## config.mk

```make
export PLATFORM = sky130hd
export DESIGN_NAME = onchip_mem_stream_writer
export DESIGN_NICKNAME = d
export VERILOG_FILES = /design/src/rtl/onchip_mem_stream_writer.sv
export SDC_FILE = /design/constraint.sdc
export NUM_CORES = 1
export LEC_CHECK = 0
export ABC_AREA = 1
export CORE_MARGIN = 2
export CORE_UTILIZATION = 53
export DETAILED_ROUTE_END_ITERATION = 6
export GPL_TIMING_DRIVEN = 1
export PLACE_DENSITY_LB_ADDON = 0.2
export RECOVER_POWER = 50
export SETUP_SLACK_MARGIN = 0.5
export SYNTH_ARGS = -nofsm -noshare
export SYNTH_HDL_FRONTEND = slang
export SYNTH_SLANG_ARGS = --single-unit
```

## constraint.sdc

```tcl
create_clock -name clk -period 3 [get_ports clk]
set_clock_uncertainty 0.15 [all_clocks]
set_input_delay 0.45 -clock clk [delete_from_list [all_inputs] [get_ports clk]]
set_output_delay 0.45 -clock clk [all_outputs]
set_load 0.05 [all_outputs]
```

## src/rtl/onchip_mem_stream_writer.sv

```systemverilog
// Byte-stream to on-chip RAM packer: little-endian packs 8-bit stream bytes
// into 32-bit words and writes them through an Avalon-MM write master.
module onchip_mem_stream_writer #(
  parameter int MEM_DEPTH = 208896,
  parameter int ADDR_W    = 18,
  parameter int LEN_W     = 20
) (
  input  logic              clk,
  input  logic              reset_n,
  input  logic              cfg_start,
  input  logic              cfg_abort,
  input  logic [ADDR_W-1:0] cfg_base_addr,
  input  logic [LEN_W-1:0]  cfg_byte_len,
  input  logic [7:0]        sink_data,
  input  logic              sink_valid,
  input  logic              sink_eop,
  output logic              sink_ready,
  output logic [ADDR_W-1:0] avm_address,
  output logic [3:0]        avm_byteenable,
  output logic              avm_chipselect,
  output logic              avm_write,
  output logic [31:0]       avm_writedata,
  input  logic              avm_waitrequest,
  output logic              stat_busy,
  output logic              stat_done,
  output logic [1:0]        stat_error,
  output logic [LEN_W-1:0]  stat_byte_count
);

  typedef enum logic [1:0] {IDLE, FILL, WRITE, DONE} state_t;

  // One past the last writable word, one bit wider so it is representable
  // alongside the incremented address.
  localparam logic [ADDR_W:0] DEPTH_X = (ADDR_W+1)'(MEM_DEPTH);

  state_t           state;
  logic [LEN_W-1:0] len;        // latched byte length, 0 = until eop
  logic [LEN_W-1:0] acc_cnt;    // bytes accepted from the stream so far
  logic [1:0]       lane;       // next byte lane in the packer
  logic             term;       // word in flight ends the transfer
  logic             abort_pend; // abort seen while a write is outstanding

  logic [ADDR_W:0]  addr_nxt;
  logic [LEN_W-1:0] acc_nxt;
  logic             base_ok;
  logic             accept;
  logic             hit;
  logic             wr_done;
  logic             abort_now;

  assign addr_nxt  = {1'b0, avm_address} + (ADDR_W+1)'(1);
  assign acc_nxt   = acc_cnt + LEN_W'(1);
  assign base_ok   = ({1'b0, cfg_base_addr} < DEPTH_X);
  assign accept    = sink_valid & sink_ready;
  // With a nonzero length the eop marker is ignored; the length alone ends it.
  assign hit       = (len != '0) ? (acc_nxt == len) : sink_eop;
  assign wr_done   = avm_write & ~avm_waitrequest;
  assign abort_now = cfg_abort | abort_pend;

  function automatic logic [LEN_W-1:0] popcnt(input logic [3:0] b);
    popcnt = LEN_W'(b[0]) + LEN_W'(b[1]) + LEN_W'(b[2]) + LEN_W'(b[3]);
  endfunction

  // Control FSM with registered handshake, Avalon and status outputs.
  always_ff @(posedge clk or negedge reset_n) begin
    if (!reset_n) begin
      state           <= IDLE;
      len             <= '0;
      acc_cnt         <= '0;
      lane            <= '0;
      term            <= 1'b0;
      abort_pend      <= 1'b0;
      sink_ready      <= 1'b0;
      avm_address     <= '0;
      avm_byteenable  <= '0;
      avm_chipselect  <= 1'b0;
      avm_write       <= 1'b0;
      avm_writedata   <= '0;
      stat_busy       <= 1'b0;
      stat_done       <= 1'b0;
      stat_error      <= '0;
      stat_byte_count <= '0;
    end else begin
      stat_done <= 1'b0;
      case (state)
        IDLE: begin
          if (cfg_start) begin
            if (base_ok) begin
              state           <= FILL;
              sink_ready      <= 1'b1;
              stat_busy       <= 1'b1;
              avm_address     <= cfg_base_addr;
              len             <= cfg_byte_len;
              acc_cnt         <= '0;
              lane            <= '0;
              term            <= 1'b0;
              abort_pend      <= 1'b0;
              avm_writedata   <= '0;
              avm_byteenable  <= '0;
              stat_error      <= '0;
              stat_byte_count <= '0;
            end else begin
              stat_error[0] <= 1'b1;
            end
          end
        end
        FILL: begin
          if (cfg_abort) begin
            // Partial word is dropped; nothing reaches memory.
            state          <= IDLE;
            sink_ready     <= 1'b0;
            stat_busy      <= 1'b0;
            stat_error[1]  <= 1'b1;
            avm_writedata  <= '0;
            avm_byteenable <= '0;
            lane           <= '0;
          end else if (accept) begin
            avm_writedata[{lane, 3'b000} +: 8] <= sink_data;
            avm_byteenable[lane]               <= 1'b1;
            lane                               <= lane + 2'd1;
            acc_cnt                            <= acc_nxt;
            if (lane == 2'd3 || hit) begin
              state          <= WRITE;
              sink_ready     <= 1'b0;
              avm_write      <= 1'b1;
              avm_chipselect <= 1'b1;
              term           <= hit;
            end
          end
        end
        WRITE: begin
          if (cfg_abort) abort_pend <= 1'b1;
          if (wr_done) begin
            avm_write       <= 1'b0;
            avm_chipselect  <= 1'b0;
            stat_byte_count <= stat_byte_count + popcnt(avm_byteenable);
            avm_address     <= addr_nxt[ADDR_W-1:0];
            avm_writedata   <= '0;
            avm_byteenable  <= '0;
            lane            <= '0;
            if (abort_now) begin
              state         <= IDLE;
              stat_busy     <= 1'b0;
              stat_error[1] <= 1'b1;
            end else if (term) begin
              state     <= DONE;
              stat_done <= 1'b1;
            end else if (addr_nxt == DEPTH_X) begin
              state         <= IDLE;
              stat_busy     <= 1'b0;
              stat_error[0] <= 1'b1;
            end else begin
              state      <= FILL;
              sink_ready <= 1'b1;
            end
          end
        end
        DONE: begin
          state     <= IDLE;
          stat_busy <= 1'b0;
        end
        default: state <= IDLE;
      endcase
    end
  end

endmodule
```

==> impl_metrics.yaml, run 1 <==
status:
  outcome: "complete, no violations"
worst_setup_path:
  crit_arrival_ns: 2.96
  reg2reg_from: "avm_byteenable[1]$_DFFE_PN0P_"
  crit_start: "avm_byteenable[1]$_DFFE_PN0P_"
  cp_max_fo: 3
  crit_path_max_incr_delay_ns: 0.54
  r2r-end: "stat_byte_count[16]$_DFFE_PN0P_"
  critical_path_required_ns: 3.13
  cp_common_cell: "fa_2"
  slowest_stage: "fa_1"
  cp_cell_sequence: "fa_1 > inv_1 > fa_2 > inv_4 > fa_2 > inv_2 > nor3_4 > nand3_2 > nor2_4 > nand2_4 > nor2_2 > nand2_1 > nor3b_2"
  worstSetupEndpointType: "register"
  cp-endpoint: "stat_byte_count[16]$_DFFE_PN0P_"
  ff2ff_setup_slack_ns: 0.17
  r2r_cells: 13
  critPathLaunchType: "register"
  worst-setup-path-type: "reg -> reg"
routing:
  via_per_inst: 5.44
  drc_errors: 0
  num_vias: 7067
  drtPass1Iterations: 5
  drt-initial-drc-count: 611
  ant_nets: 0
  wirelength_um: 20100
  wire_per_inst_um: 15.5
pwr:
  p_leak_nw: 4.50
  powerDensity_nw_per_um2: 906
  ir_worst_vdd_mv: 0.487
finish:
  drive_above_1_share_pct: 16.3
  finalNetCount: 1179
  areaGrowthSynthToFinish_pct: 38.4
  nFillCells: 956
  antenna_cells: 0
  final_util_pct: 75.0
timing:
  maxSlewViolCount: 0
  fin_crit_sh_pct: 94.2
  worst_slew_pin_slew_ns: 1.16
  max_clock_freq_mhz: 354
  slew_headroom_pct: 22.4
  finalHoldViolations: 0
  setup_violations: 0
  fin_setup_tns_ns: 0
  finalCriticalPeriod_ns: 2.83
  rsz0062_at_grt: "yes"
yosys:
  yosysTopAreaCell: "dfrtp_1"
  syn-instance-count: 922
  avgSynthCellArea_um2: 7.76
  ys_warn_count: 0
  ys_seq_area_share_pct: 44.1
  synth-seq-cells: 126
  yosysTopAreaCellShare_pct: 44.1
  synthesis.nets: 990
  async_flop_share_pct: 100
  synth_top_flop_cell: "dfrtp_1"
  synth_most_common_cell: "nand2_1"
  synthTopCellsByArea: "dfrtp_1 (44%), nand2_1 (11%), inv_1 (5.9%), nor2_1 (5.6%), nand3_1 (5.3%)"
  synth_cell_types: 47
  synth-edff-count: 0
  syn_area_um2: 7150
  synthTopCellsByCount: "nand2_1 (212), dfrtp_1 (126), inv_1 (112), nor2_1 (107), nand3_1 (76)"
die:
  boundaryPins: 134
  die-area_um2: 14400
  die_y_um: 120
  row_count: 42
  die_w_um: 120
  fp.coreArea_um2: 13200
  start_util_pct: 54.2
clock_network:
  cts-htree-levels: 4
  clock_latency_ns: 0.43
  clockBufferDepth: 2
  clock-sinks: 126
  cts_tree: "yes"
  cts_buffers: 17
  clk_pin_slew_worst_paths_ns: 0.06
  cts_root_buffer: "clkbuf_16"
global_routing:
  grt_pass1_wl_um: 30600
  first_global_vias: 6287
  grt_max_degree: 50
  grt_usage_pct: 26.8
  grt_overflow_total: 0
  antenna_found_initial: 0
place:
  gp_routability_congestion: 0.937
  dp_hpwl_um: 13700
  io_buffers: 133
worst_hold_path:
  whs_path_depth: 1
  hold_class: "reg -> reg"
flow_run:
  cap_violations: 0
==> critical path: cells and delay by family (launching register included) <==
family	cells	cell delay (ns)
AND/OR/NAND/NOR	7	0.81
adder cells (fa/ha/maj)	3	1.10
flip-flops	1	0.42
buffers and inverters	3	0.18
==> cells in the final DEF (no fill, tap or decap), types with 4 or more instances in the layout <==
cell type,count
nand2_1,200
clkdlybuf4s50_1,129
dfrtp_1,121
inv_1,107
nor2_1,98
nand3_1,70
buf_4,40
a21oi_1,39
o21ai_0,32
nand4_1,28
o22ai_1,20
clkbuf_16,17
xor2_1,15
o31ai_1,13
nor2_4,12
nor2_2,11
nor3_1,11
o21ai_1,11
nand2_2,10
ha_1,10
nand3_2,9
inv_2,8
o211ai_1,8
nand2_4,6
clkbuf_1,6
inv_4,5
mux2_2,5
dfrtp_2,5
o31ai_2,4
clkinvlp_4,4
dlygate4sd3_1,4
==> where the power goes <==
part / switching [mW] / internal (mW) / total [mW]
sequential: 0.388 / 2.08 / 2.47
clock: 0.791 / 1.24 / 2.03
combinational: 2.85 / 1.61 / 4.46
total: 4.03 / 4.94 / 8.97
==> logic make-up after synthesis <==
kind of cell    count (synthesis)  share of synthesized area [%]
compound gates                141                           11.6
xor+xnor                       17                           2.29
fa+ha+maj                      15                           2.94
buf+inv                       141                           7.73
flops                         126                           44.1
mux                             6                          0.945
simple gates                  476                           30.4
==> per-stage QoR <==
step | setup WS [ns] | hold slack, ns | std cells | instance area (um^2) | power (mW)
6_report | 0.173 | 0.325 | 1300 | 9900 | 8.97
5_1_grt | 0.00896 | 0.338 | 1300 | 9900 | 9.47
4_1_cts | 0.249 | 0.325 | 1269 | 9480 | 8.44
3_5_place_dp | 0.145 | 0.314 | 1231 | 8800 | 6.39
3_3_place_gp | 0.245 | 0.307 | 1231 | 8800 | 6.32
2_1_floorplan | 0.0960 | 0.00441 | 922 | 7180 | 5.13
==> repair_timing <==
item,CTS,global route
resized for setup,11,73
pin swaps,6,23
setup buffers,5,29
hold buffers,1,0
endpoints found under the hold margin,47,0
cloned,0,2
endpoints found under the setup margin,15,53
==> layer usage <==
layer	GRT usage, %	part of all wire (%)	up-vias
met5	0	0	-
met4	8.97	1.7	0
met3	4.23	5.4	35
met2	43.5	48	261
met1	36.9	44	3339
li1	-	-	3432
==> worst min-delay path by stage <==
| stage | endpoint | slack [ns] | from |
|---|---|---|---|
| global placement | stat_byte_count[19]$_DFFE_PN0P_ | 0.31 | stat_byte_count[19]$_DFFE_PN0P_ |
| finish | stat_byte_count[19]$_DFFE_PN0P_ | 0.32 | stat_byte_count[19]$_DFFE_PN0P_ |
| global route | avm_writedata[17]$_DFFE_PN0P_ | 0.34 | avm_writedata[17]$_DFFE_PN0P_ |
| CTS | stat_byte_count[19]$_DFFE_PN0P_ | 0.32 | stat_byte_count[19]$_DFFE_PN0P_ |
| detailed placement | stat_busy$_DFFE_PN0P_ | 0.31 | stat_busy$_DFFE_PN0P_ |
| floorplan | abort_pend$_DFFE_PN0P_ | 0.004 | reset_n |
==> flip-flops by register name (all words and copies together), names as in the netlist, 2 cells and up <==
register and cells:
len 20, lane 2, acc_cnt 20, avm_writedata 32, avm_address 18, avm_byteenable 4
stat_byte_count 20, stat_error 2, state 2
==> final cells by class <==
type | instances | area (um^2) | area share (%)
Tap cell | 176 | 220 | 2.22
Multi-Input combinational cell | 655 | 3710 | 37.5
Timing Repair Buffer | 186 | 1720 | 17.4
Timing Repair inverter | 2 | 12.5 | 0.126
Clock inverter | 13 | 140 | 1.42
Clock buffer | 19 | 443 | 4.47
Inverter | 123 | 489 | 4.94
Sequential cell | 126 | 3160 | 31.9
Power figures use the tool's default switching activity.
==> inputs of run 2 (changes only) <==
CORE_UTILIZATION = 55   (was 53)
clock period = 3.35 ns   (was 3 ns; I/O delays follow)
==> run 2 against run 1 <==
  * Register-to-register slack better by 0.30 ns
  * First-iteration DRC count up 14%
  * Sequential cell count unchanged
  * Cell count down 2.9%
  * Hold slack better by 0.0037 ns
  * Via count shrank 2.5%
  * Sequential share of layout area rose by 1.6 points
  * Sequential power shrank 11%
  * Largest power group unchanged
==> impl_metrics.yaml, run 2 (same netlist as run 1, synthesis figures left out) <==
finish:
  top_register: "avm_writedata"
  areaGrowthSynthToFinish_pct: 31.8
  antenna_cells: 0
  finalNetCount: 1145
  fin_cells: 1262
  drive_above_1_share_pct: 9.82
  layout_commonest_cell: "nand2_1"
  final_cell_mix: "nand2_1 (213), clkdlybuf4s50_1 (128), dfrtp_1 (123), inv_1 (111), nor2_1 (104)"
  largest_reg_flops: 32
die:
  die-area_um2: 13900
  start_util_pct: 56.4
  fp.coreArea_um2: 12700
  die_w_um: 118
  row_count: 41
  die_y_um: 118
  boundaryPins: 134
worst_setup_path:
  r2r-end: "term$_DFFE_PN0P_"
  worst-setup-path-type: "reg -> reg"
  critical_path_required_ns: 3.51
  cp_max_fo: 21
  reg2reg_from: "state[0]$_DFFE_PN0P_"
  crit_arrival_ns: 3.03
  r2r_cells: 11
  ff2ff_setup_slack_ns: 0.48
  worstSetupEndpointType: "register"
  critPathLaunchType: "register"
clock_network:
  cts_tree: "yes"
  clockBufferDepth: 2
  cts_buffers: 17
  cts-htree-levels: 4
  clock_latency_ns: 0.42
  cts_root_buffer: "clkbuf_16"
  clock-sinks: 126
  clk_pin_slew_worst_paths_ns: 0.06
timing:
  worst_slew_pin_slew_ns: 1.45
  finalCriticalPeriod_ns: 2.87
  rsz0062_at_grt: "yes"
  slew_headroom_pct: 3.14
  finalHoldViolations: 0
  fin_setup_tns_ns: 0
  worst_slack_ns: 0.477
  maxSlewViolCount: 0
  fin_crit_sh_pct: 85.8
  setup_violations: 0
  max_clock_freq_mhz: 348
routing:
  drtPass1Iterations: 5
  drc_errors: 0
  drt-initial-drc-count: 696
  via_per_inst: 5.46
  num_vias: 6887
  wirelength_um: 18800
  wire_per_inst_um: 14.9
  ant_nets: 0
global_routing:
  antenna_found_initial: 0
  grt_pass1_wl_um: 31500
  first_global_vias: 6632
  grt_usage_pct: 27.9
  grt_overflow_total: 0
  grt_max_degree: 53
status:
  outcome: "complete, no violations"
pwr:
  ir_worst_vdd_mv: 0.451
  p_leak_nw: 4.27
  power_mw: 7.59
  powerDensity_nw_per_um2: 805
place:
  io_buffers: 133
  dp_hpwl_um: 13400
  gp_routability_congestion: 0.930
  pre_cts_ws_ns: 0.318
  dp.cells: 1222
worst_hold_path:
  whs_path_depth: 2
  hp-start: "stat_busy$_DFFE_PN0P_"
  hold_class: "reg -> reg"
  min_to: "stat_busy$_DFFE_PN0P_"
flow_run:
  cap_violations: 0
run 2: cell types whose count changed in the layout (fill, tap and decap cells not counted), sizes merged:
cell / previous run / this run
bufinv: 2 / 4
clkbuf: 29 / 28
buf: 43 / 11
clkinvlp: 4 / 5
clkdlybuf4s50: 129 / 128
clkinv: 8 / 7
dlygate4sd3: 4 / 5
inv: 124 / 121
run 2: through the flow:
step                utilization [%]  hold WS [ns]  cell area [um^2]
global placement               68.9         0.305              8740
CTS                            74.4         0.330              9420
floorplan                         -        0.0569              7170
global route                   74.4         0.358              9420
finish                         74.4         0.329              9420
detailed placement             68.9         0.315              8740
run 2: critical path: stages (launching register included):
cell and delay [ns]:
dfrtp_1 0.39, inv_1 0.08, ha_2 0.23, inv_1 0.13, nor2_1 0.08, clkinv_1 0.06, nand2_1 0.10, or2_2 0.32
a21oi_1 0.12, clkbuf_1 0.80, nand2_1 0.12, a21o_1 0.19
run 2: cell type report:
cell class | instances | area [um^2]
inverter | 123 | 467
clock inverter | 14 | 190
clock buffer | 18 | 439
fill | 1010 | 3250
timing repair buffer | 154 | 1450
tap | 172 | 215
multi-input combinational | 655 | 3500
sequential | 126 | 3160
run 2: layer usage:
layer  track usage [%]  wire length [um]  part of all wire, %  vias up
met1              36.5              8330                   44     3238
met4              9.71               363                  1.9        0
met5                 0                 0                    0        -
met2              45.9              8990                   48      249
met3              5.91              1150                  6.1       33
li1                  -                 -                    -     3367
run 2: how the worst max path moves through the flow:
stage                                  start                              end  slack [ns]
5_1_grt                 state[0]$_DFFE_PN0P_      avm_address[16]$_DFFE_PN0P_        0.22
3_3_place_gp               cfg_base_addr[15]        stat_error[1]$_DFFE_PN0P_        0.40
4_1_cts        avm_byteenable[1]$_DFFE_PN0P_  stat_byte_count[14]$_DFFE_PN0P_        0.50
6_report                state[0]$_DFFE_PN0P_                 term$_DFFE_PN0P_        0.48
2_1_floorplan  avm_byteenable[1]$_DFFE_PN0P_  stat_byte_count[16]$_DFFE_PN0P_        0.45
3_5_place_dp               cfg_base_addr[15]        stat_error[1]$_DFFE_PN0P_        0.32
run 2: what timing repair did:
| item | 4_1_cts | 5_1_grt |
|---|---|---|
| hold buffers | 1 | 0 |
| buffers inserted | 5 | 2 |
| endpoints found under the setup margin | 3 | 14 |
| endpoints found under the hold margin | 22 | 0 |
| pin swaps | 5 | 4 |
| resized for setup | 2 | 11 |
run 2: power breakdown:
group / internal [mW] / switching [mW]
sequential: 1.86 / 0.334
combinational: 1.10 / 2.33
clock: 1.26 / 0.698
